[src/rtl/core_ctrl_pkg.sv]
// Shared definitions for the core controller: instruction-word bit map,
// the idle instruction, address/counter widths and the FSM state set.
package core_ctrl_pkg;

  localparam int INST_W = 36;
  localparam int XA_W   = 10;  // activation/weight SRAM address width
  localparam int PA_W   = 11;  // psum SRAM address width
  localparam int CNT_W  = 11;  // holds 0..1024 activation vectors

  // Instruction word bit positions
  localparam int B_ACC      = 35;
  localparam int B_CEN_P    = 34;
  localparam int B_WEN_P    = 33;
  localparam int B_AP_LSB   = 20;
  localparam int B_CEN_X    = 19;
  localparam int B_WEN_X    = 18;
  localparam int B_AX_LSB   = 7;
  localparam int B_OFIFO_RD = 6;
  localparam int B_IFIFO_WR = 5;
  localparam int B_IFIFO_RD = 4;
  localparam int B_L0_RD    = 3;
  localparam int B_L0_WR    = 2;
  localparam int B_EXEC     = 1;
  localparam int B_LOAD     = 0;

  // Both SRAMs deselected (active-low CEN/WEN high), everything else quiet
  localparam logic [INST_W-1:0] INST_IDLE = 36'h6_000C_0000;

  typedef enum logic [3:0] {
    S_IDLE,
    S_W_RD,
    S_W_KER,
    S_W_GAP,
    S_X_RD,
    S_EXEC,
    S_DRAIN,
    S_SFP_RD,
    S_SFP_WAIT,
    S_SFP_WR,
    S_DONE
  } state_t;

endpackage

[src/rtl/core_ctrl.sv]
// Core run sequencer: loads a weight kernel, streams activations, drains
// the OFIFO into psum memory and optionally runs the SFP write-back pass.
// Every output is a flop fed from the decode of the current state, so the
// instruction stream trails the state register by one cycle.
//
// Handshake: ofifo_valid is sampled at the clock edge while draining; when
// it is high and reads remain, ofifo_rd is raised for the following cycle,
// and the matching pmem write is issued in the cycle after that.
module core_ctrl
  import core_ctrl_pkg::*;
#(
  parameter int ROW     = 8,
  parameter int COL     = 8,
  parameter int SFP_LAT = 2,
  parameter int KGAP    = 16
) (
  input  logic        clk,
  input  logic        reset,
  input  logic        start,
  input  logic [9:0]  w_base,
  input  logic [9:0]  x_base,
  input  logic [10:0] p_base,
  input  logic [10:0] num_x,
  input  logic        sfp_en,
  input  logic        ofifo_valid,
  output logic [35:0] inst,
  output logic        xw_mode,
  output logic        pmem_mode,
  output logic        sfp_reset,
  output logic        busy,
  output logic        done
);

  if (ROW < 1 || COL < 1 || SFP_LAT < 1 || KGAP < 1) begin : g_param_check
    $error("core_ctrl: ROW, COL, SFP_LAT and KGAP must all be >= 1");
  end

  localparam logic [CNT_W-1:0] COL_C     = CNT_W'(COL);
  localparam logic [CNT_W-1:0] COL_LAST  = CNT_W'(COL - 1);
  localparam logic [CNT_W-1:0] KGAP_LAST = CNT_W'(KGAP - 1);
  localparam logic [CNT_W-1:0] WAIT_LAST = CNT_W'((SFP_LAT >= 2) ? SFP_LAT - 2 : 0);

  // state_q is the FSM state visible to checkers bound into this block
  state_t            state_q, state_n;
  logic [CNT_W-1:0]  cnt, cnt_n;   // phase counter; reads issued while draining
  logic [PA_W-1:0]   j, j_n;       // drain / write-back index
  logic              pend, pend_n; // an OFIFO read awaits its pmem write

  logic [XA_W-1:0]   w_base_r, x_base_r;
  logic [PA_W-1:0]   p_base_r;
  logic [CNT_W-1:0]  num_x_r;
  logic              sfp_en_r;

  logic [INST_W-1:0] inst_d;
  logic              xw_d, pm_d, sfr_d, busy_d, done_d;

  // State, counters and registered outputs
  always_ff @(posedge clk) begin
    if (reset) begin
      state_q   <= S_IDLE;
      cnt       <= '0;
      j         <= '0;
      pend      <= 1'b0;
      inst      <= INST_IDLE;
      xw_mode   <= 1'b0;
      pmem_mode <= 1'b0;
      sfp_reset <= 1'b0;
      busy      <= 1'b0;
      done      <= 1'b0;
    end else begin
      state_q   <= state_n;
      cnt       <= cnt_n;
      j         <= j_n;
      pend      <= pend_n;
      inst      <= inst_d;
      xw_mode   <= xw_d;
      pmem_mode <= pm_d;
      sfp_reset <= sfr_d;
      busy      <= busy_d;
      done      <= done_d;
    end
  end

  // Run parameters are captured once, when a run is accepted
  always_ff @(posedge clk) begin
    if (reset) begin
      w_base_r <= '0;
      x_base_r <= '0;
      p_base_r <= '0;
      num_x_r  <= '0;
      sfp_en_r <= 1'b0;
    end else if (state_q == S_IDLE && start) begin
      w_base_r <= w_base;
      x_base_r <= x_base;
      p_base_r <= p_base;
      num_x_r  <= num_x;
      sfp_en_r <= sfp_en;
    end
  end

  // Next-state and next-output decode
  always_comb begin
    state_n = state_q;
    cnt_n   = cnt;
    j_n     = j;
    pend_n  = 1'b0;
    inst_d  = INST_IDLE;
    xw_d    = 1'b0;
    pm_d    = 1'b0;
    sfr_d   = 1'b0;
    busy_d  = 1'b1;
    done_d  = 1'b0;
    case (state_q)
      S_IDLE: begin
        busy_d = start;
        if (start) begin
          state_n = S_W_RD;
          cnt_n   = '0;
          j_n     = '0;
        end
      end
      S_W_RD: begin
        xw_d = 1'b1;
        if (cnt < COL_C) begin
          inst_d[B_CEN_X]               = 1'b0;
          inst_d[B_AX_LSB +: XA_W]      = w_base_r + cnt[XA_W-1:0];
        end
        if (cnt != '0) inst_d[B_L0_WR] = 1'b1;  // SRAM data arrives a cycle late
        if (cnt == COL_C) begin
          state_n = S_W_KER;
          cnt_n   = '0;
        end else begin
          cnt_n = cnt + 1'b1;
        end
      end
      S_W_KER: begin
        xw_d            = 1'b1;
        inst_d[B_L0_RD] = 1'b1;
        inst_d[B_LOAD]  = 1'b1;
        if (cnt == COL_LAST) begin
          state_n = S_W_GAP;
          cnt_n   = '0;
        end else begin
          cnt_n = cnt + 1'b1;
        end
      end
      S_W_GAP: begin
        xw_d = 1'b1;
        if (cnt == KGAP_LAST) begin
          state_n = (num_x_r == '0) ? S_DONE : S_X_RD;
          cnt_n   = '0;
        end else begin
          cnt_n = cnt + 1'b1;
        end
      end
      S_X_RD: begin
        if (cnt < num_x_r) begin
          inst_d[B_CEN_X]          = 1'b0;
          inst_d[B_AX_LSB +: XA_W] = x_base_r + cnt[XA_W-1:0];
        end
        if (cnt != '0) inst_d[B_L0_WR] = 1'b1;
        if (cnt == num_x_r) begin
          state_n = S_EXEC;
          cnt_n   = '0;
        end else begin
          cnt_n = cnt + 1'b1;
        end
      end
      S_EXEC: begin
        inst_d[B_L0_RD] = 1'b1;
        inst_d[B_EXEC]  = 1'b1;
        if (cnt == num_x_r - 1'b1) begin
          state_n = S_DRAIN;
          cnt_n   = '0;
          j_n     = '0;
        end else begin
          cnt_n = cnt + 1'b1;
        end
      end
      S_DRAIN: begin
        if (pend) begin
          inst_d[B_CEN_P]          = 1'b0;
          inst_d[B_WEN_P]          = 1'b0;
          inst_d[B_AP_LSB +: PA_W] = p_base_r + j;
          j_n                      = j + 1'b1;
        end
        if (ofifo_valid && cnt < num_x_r) begin
          inst_d[B_OFIFO_RD] = 1'b1;
          pend_n             = 1'b1;
          cnt_n              = cnt + 1'b1;
        end
        if (pend && j == num_x_r - 1'b1) begin
          state_n = sfp_en_r ? S_SFP_RD : S_DONE;
          cnt_n   = '0;
          j_n     = '0;
        end
      end
      S_SFP_RD: begin
        pm_d                     = 1'b1;
        sfr_d                    = (j == '0);
        inst_d[B_CEN_P]          = 1'b0;
        inst_d[B_ACC]            = 1'b1;
        inst_d[B_AP_LSB +: PA_W] = p_base_r + j;
        state_n                  = (SFP_LAT == 1) ? S_SFP_WR : S_SFP_WAIT;
        cnt_n                    = '0;
      end
      S_SFP_WAIT: begin
        pm_d = 1'b1;
        if (cnt == WAIT_LAST) begin
          state_n = S_SFP_WR;
          cnt_n   = '0;
        end else begin
          cnt_n = cnt + 1'b1;
        end
      end
      S_SFP_WR: begin
        pm_d                     = 1'b1;
        inst_d[B_CEN_P]          = 1'b0;
        inst_d[B_WEN_P]          = 1'b0;
        inst_d[B_AP_LSB +: PA_W] = p_base_r + j;
        if (j == num_x_r - 1'b1) begin
          state_n = S_DONE;
          j_n     = '0;
        end else begin
          state_n = S_SFP_RD;
          j_n     = j + 1'b1;
        end
      end
      S_DONE: begin
        done_d  = 1'b1;
        busy_d  = 1'b0;
        state_n = S_IDLE;
      end
      default: begin
        busy_d  = 1'b0;
        state_n = S_IDLE;
      end
    endcase
  end

endmodule
[config.mk]
export PLATFORM = sky130hd
export DESIGN_NAME = core_ctrl
export DESIGN_NICKNAME = d
export VERILOG_FILES = /design/src/rtl/core_ctrl_pkg.sv /design/src/rtl/core_ctrl.sv
export SDC_FILE = /design/constraint.sdc
export NUM_CORES = 1
export LEC_CHECK = 0
export CAP_MARGIN = 25
export CORE_UTILIZATION = 42
export CTS_BUF_LIST = sky130_fd_sc_hd__clkbuf_4 sky130_fd_sc_hd__clkbuf_8
export CTS_CLUSTER_DIAMETER = 200
export DETAILED_ROUTE_END_ITERATION = 10
export MAX_ROUTING_LAYER = met4
export SYNTH_ARGS = -nofsm -noshare
export SYNTH_HDL_FRONTEND = slang
export SYNTH_SLANG_ARGS = --single-unit
[constraint.sdc]
create_clock -name clk -period 3.24 [get_ports clk]
set_input_delay 0.486 -clock clk [delete_from_list [all_inputs] [get_ports clk]]
set_output_delay 0.486 -clock clk [all_outputs]
set_load 0.01 [all_outputs]
* After elaboration in Yosys (flattened, before gate mapping)
Cells that the tools add are included.
Cells by class: $add $sub $neg 6, reduce and logical (&&, ||, !) cells 21, eq/ne operators 26, multiplexer cells 49, bitwise operators 2, magnitude comparators 2
Operator list (count):
- 11-bit two-way mux | 14
- 11-bit case mux with 9 select lines | 1
- 4-bit two-way mux | 11
- 11-bit case mux with 4 select lines | 1
- 4-bit case mux with 10 select lines | 1
- 11-bit equality test | 3
- 11-bit logical NOT | 3
- 11-bit by 1-bit adder with 11-bit output (second input constant) | 2
- 11-bit by 4-bit equality test with 1-bit output (second input constant) | 2
- 11-bit case mux with 2 select lines | 1
- 10-bit adder | 2
- 10-bit two-way mux | 2
- 10-bit case mux with 2 select lines | 1
- 4-bit by 3-bit equality test with 1-bit output (second input constant) | 4
- 2-bit != test (second input constant) | 8
- 4-bit equality test (second input constant) | 3
- 1-bit two-way mux | 12
- 11-bit adder | 1
- 11-bit by 3-bit equality test with 1-bit output (second input constant) | 1
- 11-bit < comparator | 1
- 11-bit by 4-bit < comparator with 1-bit output (second input constant) | 1
- 11-bit nonzero test | 1
- 11-bit by 1-bit subtractor with 11-bit output (second input constant) | 1
- 2-bit OR reduction | 5
- other kinds (15) | 24
Word-level totals: word-level logic and storage cells 123, flip-flop bits (word level) 111

* Longest topological paths before layout
Gate-level depths: netlist of run 1.
depth after elaboration 5, depth in mapped cells 13

* Least setup slack after synthesis of run 1
OpenSTA, ideal clock, no wires.
kind register to register, from register num_x_r[0], to register j[9], cell stages (with the launch flop) 12, setup slack 0.499 ns, clock period less this slack 2.741 ns, arrival time 2.661 ns, cells stage by stage dfxtp_1 -> inv_1 -> ha_1 -> clkbuf_1 -> or3_1 -> o211ai_1 -> a311oi_1 -> nor4_1 -> and4_1 -> o21ai_2 -> or4_4 -> a211oi_2
Between the ends: longest elaborated chain between the ends 5
Ends and longest elaborated chain:
- start, declared | line core_ctrl.sv:51 | logic [CNT_W-1:0] num_x_r;
- start signal, assigned | line core_ctrl.sv:96 | num_x_r <= num_x;
- 11-bit by 1-bit subtractor with 11-bit output (*) | line core_ctrl.sv:172, core_ctrl.sv:192, core_ctrl.sv:221
- 11-bit equality test | line core_ctrl.sv:192, core_ctrl.sv:221
- 1-bit logical AND | line core_ctrl.sv:192 | if (pend && j == num_x_r - 1'b1) begin
- 3-bit != test (no source line) / 11-bit two-way mux (equally long branches)
- 4-bit AND reduction (no source line) / 11-bit case mux with 4 select lines (equally long branches)
- end signal, assigned | line core_ctrl.sv:73 | j <= j_n;
- end, declared | line core_ctrl.sv:46 | logic [PA_W-1:0] j, j_n;
Mark *: on every way between the ends. The rest lies on a longest branch, timed or not. A chain may end at the register's enable or synchronous reset.

* Final worst setup path of run 1
from register num_x_r[2], to register state_q[1]
Between the ends: longest elaborated chain between the ends 5
Ends and longest elaborated chain:
- 11-bit by 1-bit subtractor with 11-bit output | line core_ctrl.sv:172, core_ctrl.sv:192
- 11-bit equality test | line core_ctrl.sv:192
- 1-bit logical AND | line core_ctrl.sv:192
- 2-bit != test (no source line)
- 8-bit AND reduction (no source line)
- end signal, assigned | line core_ctrl.sv:71 | state_q <= state_n;
- end, declared | line core_ctrl.sv:44 | state_t state_q, state_n;
Several ways; a longest one is shown, not always the timed one. The select of a mux whose other input is x is not followed.

==> metrics.yaml, run 1 <==
reg2reg_depth: 9
cts.sinks: 104
yosysTopAreaCell: "dfxtp_1"
cts_hold_buf: 0
end_kind: "flip-flop"
drv_cap: 0
cts_buffers: 9
seq_area_frac_synth_pct: 33.0
cp_top_family: "compound AO/OA/AOI/OAI gates"
syn_inst: 797
endpoint: "state_q[1]"
slowest_stage: "or4_4"
synthTopCellsByArea: "dfxtp_1 (33%), ha_1 (8.7%), nand2_1 (8.2%), a21oi_1 (6.0%), xnor2_1 (4.3%)"
report.final.slew_viol_count: 0
final_core_utilization_pct: 52.0
fmax_mhz: 329
io_pins: 88
firstDrtPassIters: 5
mappedNetlistArea_sq_um: 6310
instances_no_fill: 1060
grt_usage_pct: 23.6
hold_class: "flip-flop to flip-flop"
r2r_setup_slack_ns: 0.20
worst-path-buf-inv: 2
fp.dieW_um: 125
yosys_warnings: 0
fin_nets: 966
htree_levels: 3
synthFlopType: "dfxtp_1"
finalSetupTns_ns: 0
placed_cells: 1042
vias: 5852
root_buffer: "clkbuf_8"
final_hold_viol_count: 0
worstSetupStartpointType: "flip-flop"
placed_area_sq_um: 7330
multi_input_comb_area_sq_um: 3900
start_util_pct: 43.2
num_rows: 44
cpPeakStageDelay_ns: 0.49
clockBufferDepth: 2
holdPathStages: 2
viasPerCell: 5.52
clk_pin_slew_worst_paths_ns: 0.10
dr.first_iter.drc_count: 334
p_leak_nw: 3.08
die_y_um: 125
die_area_sq_um: 15500
async_reset_ff_share_pct: 0
register_area_sq_um: 2080
peakVddDrop_mv: 0.357
fin_crit_sh_pct: 93.9
status: "completed"
grt_overflow_total: 0
required_ns: 3.53
p_per_area_nw_per_um2: 622
synth_commonest_cells: "nand2_1 (137), dfxtp_1 (104), a21oi_1 (75)"
grt_pass1_wl_um: 28600
design_area_sq_um: 7590
finalWeightedCongestion: 0.910
synth.most_common_cell: "nand2_1"
synth_cell_type_count: 73
synthToLayoutAreaGrowth_pct: 20.3
setup_viol: 0
clkLatencyLatePin_ns: 0.40
drc: 0
synth-edff-count: 0
routed_wl_um: 17600
dp_hpwl_um: 13100
avgSynthCellArea_sq_um: 7.91
core_region_area_sq_um: 14600
cts_tree: "built"
path_depth: 9
portBuffers: 81
num_antenna_cells: 0
period_needed_ns: 3.04
cp_max_fo: 6
rsz0062_at_grt: "false"
drive_gt1_share_pct: 7.42
slew_headroom_pct: 40.6
postRouteAntennaNets: 0
startpoint: "num_x_r[2]"
grt_max_degree: 83
path_cells: "buf_4, or4_4, or3_4, a21oi_1, o2111ai_2, o31a_1, buf_4, o311a_1, a41o_1"
wl_per_cell_um: 16.6
critical_path_class: "flip-flop to flip-flop"
worstReg2RegEnd: "state_q[1]"
yosysTopAreaCellShare_pct: 33.0
arrival_ns: 3.33
ys_ff_latch: 104
skew_ns: 0.0221
grt_antenna_before_repair: 0
r2r-start: "num_x_r[2]"
grt_pass1_vias: 5688
fill_cells: 1425
path_common_cell: "buf_4"
tightest_slew_ns: 0.890
-- cell families (layout without fill, tap and decap cells) --
group / count (synthesis) / after routing / share of synthesized area, %
compound gates: 208 / 208 / 21.5
xor+xnor: 46 / 46 / 7.04
buf+inv: 86 / 161 / 5.77
mux: 1 / 1 / 0.159
simple gates: 303 / 303 / 22.7
flops: 104 / 104 / 33.0
other cells: 2 / 6 / 0.119
fa+ha+maj: 47 / 47 / 9.68
-- cell usage in the layout, fill, tap and decap left out, drive strengths merged, types with 5 or more instances in the layout --
cell / netlist / final
o221ai: 11 / 11
inv: 34 / 35
a211oi: 5 / 5
nand2b: 5 / 5
buf: 12 / 31
nor2: 55 / 55
o31ai: 5 / 5
xnor2: 31 / 31
xor2: 12 / 12
and3: 9 / 9
o22ai: 7 / 7
dfxtp: 104 / 104
nand4: 8 / 8
nor3: 23 / 23
o21ai: 30 / 30
conb: 2 / 6
o211ai: 6 / 6
a21oi: 77 / 77
nand2: 137 / 137
a31oi: 6 / 6
nor2b: 13 / 13
a22oi: 14 / 14
nand3: 17 / 17
nor4: 6 / 6
ha: 44 / 44
clkbuf: 39 / 10
clkdlybuf4s50: 0 / 80
a21o: 21 / 21
-- worst min-delay path by stage --
stage	from	end
floorplan	p_base_r[0]	p_base_r[0]
global placement	p_base_r[6]	p_base_r[6]
detailed placement	p_base_r[5]	p_base_r[5]
CTS	p_base_r[5]	p_base_r[5]
global route	x_base_r[7]	x_base_r[7]
finish	p_base_r[5]	p_base_r[5]
-- worst register-to-register path, cell delays in order, from the launching register on --
cell	delay [ns]
dfxtp_1	0.37
buf_4	0.18
or4_4	0.49
or3_4	0.38
a21oi_1	0.19
o2111ai_2	0.21
o31a_1	0.42
buf_4	0.17
o311a_1	0.34
a41o_1	0.20
-- power by group --
group / leakage, nW / switching [mW] / internal [mW]
combinational: 2.13 / 1.27 / 0.893
sequential: 0.845 / 0.209 / 1.44
clock: 0.106 / 0.465 / 0.441
-- stage by stage --
step | power [mW] | hold slack (ns) | worst slack (ns)
finish | 4.72 | 0.466 | 0.198
global route | 5.06 | 0.490 | 0.0293
CTS | 4.70 | 0.468 | 0.0700
detailed placement | 3.79 | 0.454 | 0.0917
global placement | 3.75 | 0.450 | 0.152
floorplan | 3.10 | 0.440 | 0.499
-- per-layer routing --
metal,vias up,routed length [um],global-route usage (%),share of wire (%)
met1,2734,8000,28.6,46
met3,30,769,4.51,4.4
li1,2940,-,-,-
met2,148,8410,38.8,48
met4,0,399,8.58,2.3
met5,-,0,-,0
-- layout make-up --
class                      count  share of cell area [%]
timing repair buffer         111                    13.6
tap                          184                    3.03
sequential                   104                    27.4
multi-input combinational    611                    51.4
clock inverter                 5                    1.07
inverter                      35                    1.73
clock buffer                  10                    1.73
-- what timing repair did --
action | CTS | global route
resized for setup | 0 | 6
buffers inserted | 0 | 3
setup endpoints to repair | 0 | 17
hold endpoints to repair | 0 | 0
-- sequential cells by signal (all words and copies together), names as in the netlist --
signal and cells:
busy 1, inst 30, p_base_r 11, pmem_mode 1, cnt 11, state_q 4, sfp_reset 1, sfp_en_r 1
j 11, xw_mode 1, w_base_r 10, done 1, num_x_r 11, x_base_r 10
(Power assumes the default switching activity.)
==> inputs of run 2 (changes only) <==
--- a/config.mk
+++ b/config.mk
@@ -5,10 +5,9 @@
 export SDC_FILE = /design/constraint.sdc
 export NUM_CORES = 1
 export LEC_CHECK = 0
-export CAP_MARGIN = 25
 export CORE_UTILIZATION = 42
 export CTS_BUF_LIST = sky130_fd_sc_hd__clkbuf_4 sky130_fd_sc_hd__clkbuf_8
-export CTS_CLUSTER_DIAMETER = 200
+export CTS_CLUSTER_DIAMETER = 40
 export DETAILED_ROUTE_END_ITERATION = 10
 export MAX_ROUTING_LAYER = met4
 export SYNTH_ARGS = -nofsm -noshare
==> results of run 2 <==
Same layout as run 1: the final DEF is identical, and so are final timing and power.
==> inputs of run 3 (changes only) <==
--- a/config.mk
+++ b/config.mk
@@ -5,6 +5,7 @@
 export SDC_FILE = /design/constraint.sdc
 export NUM_CORES = 1
 export LEC_CHECK = 0
+export ABC_CLOCK_PERIOD_IN_PS = 3240
 export CORE_UTILIZATION = 42
 export CTS_BUF_LIST = sky130_fd_sc_hd__clkbuf_4 sky130_fd_sc_hd__clkbuf_8
 export CTS_CLUSTER_DIAMETER = 40
==> results of run 3 <==
Same layout as run 1: the final DEF is identical, and so are final timing and power.
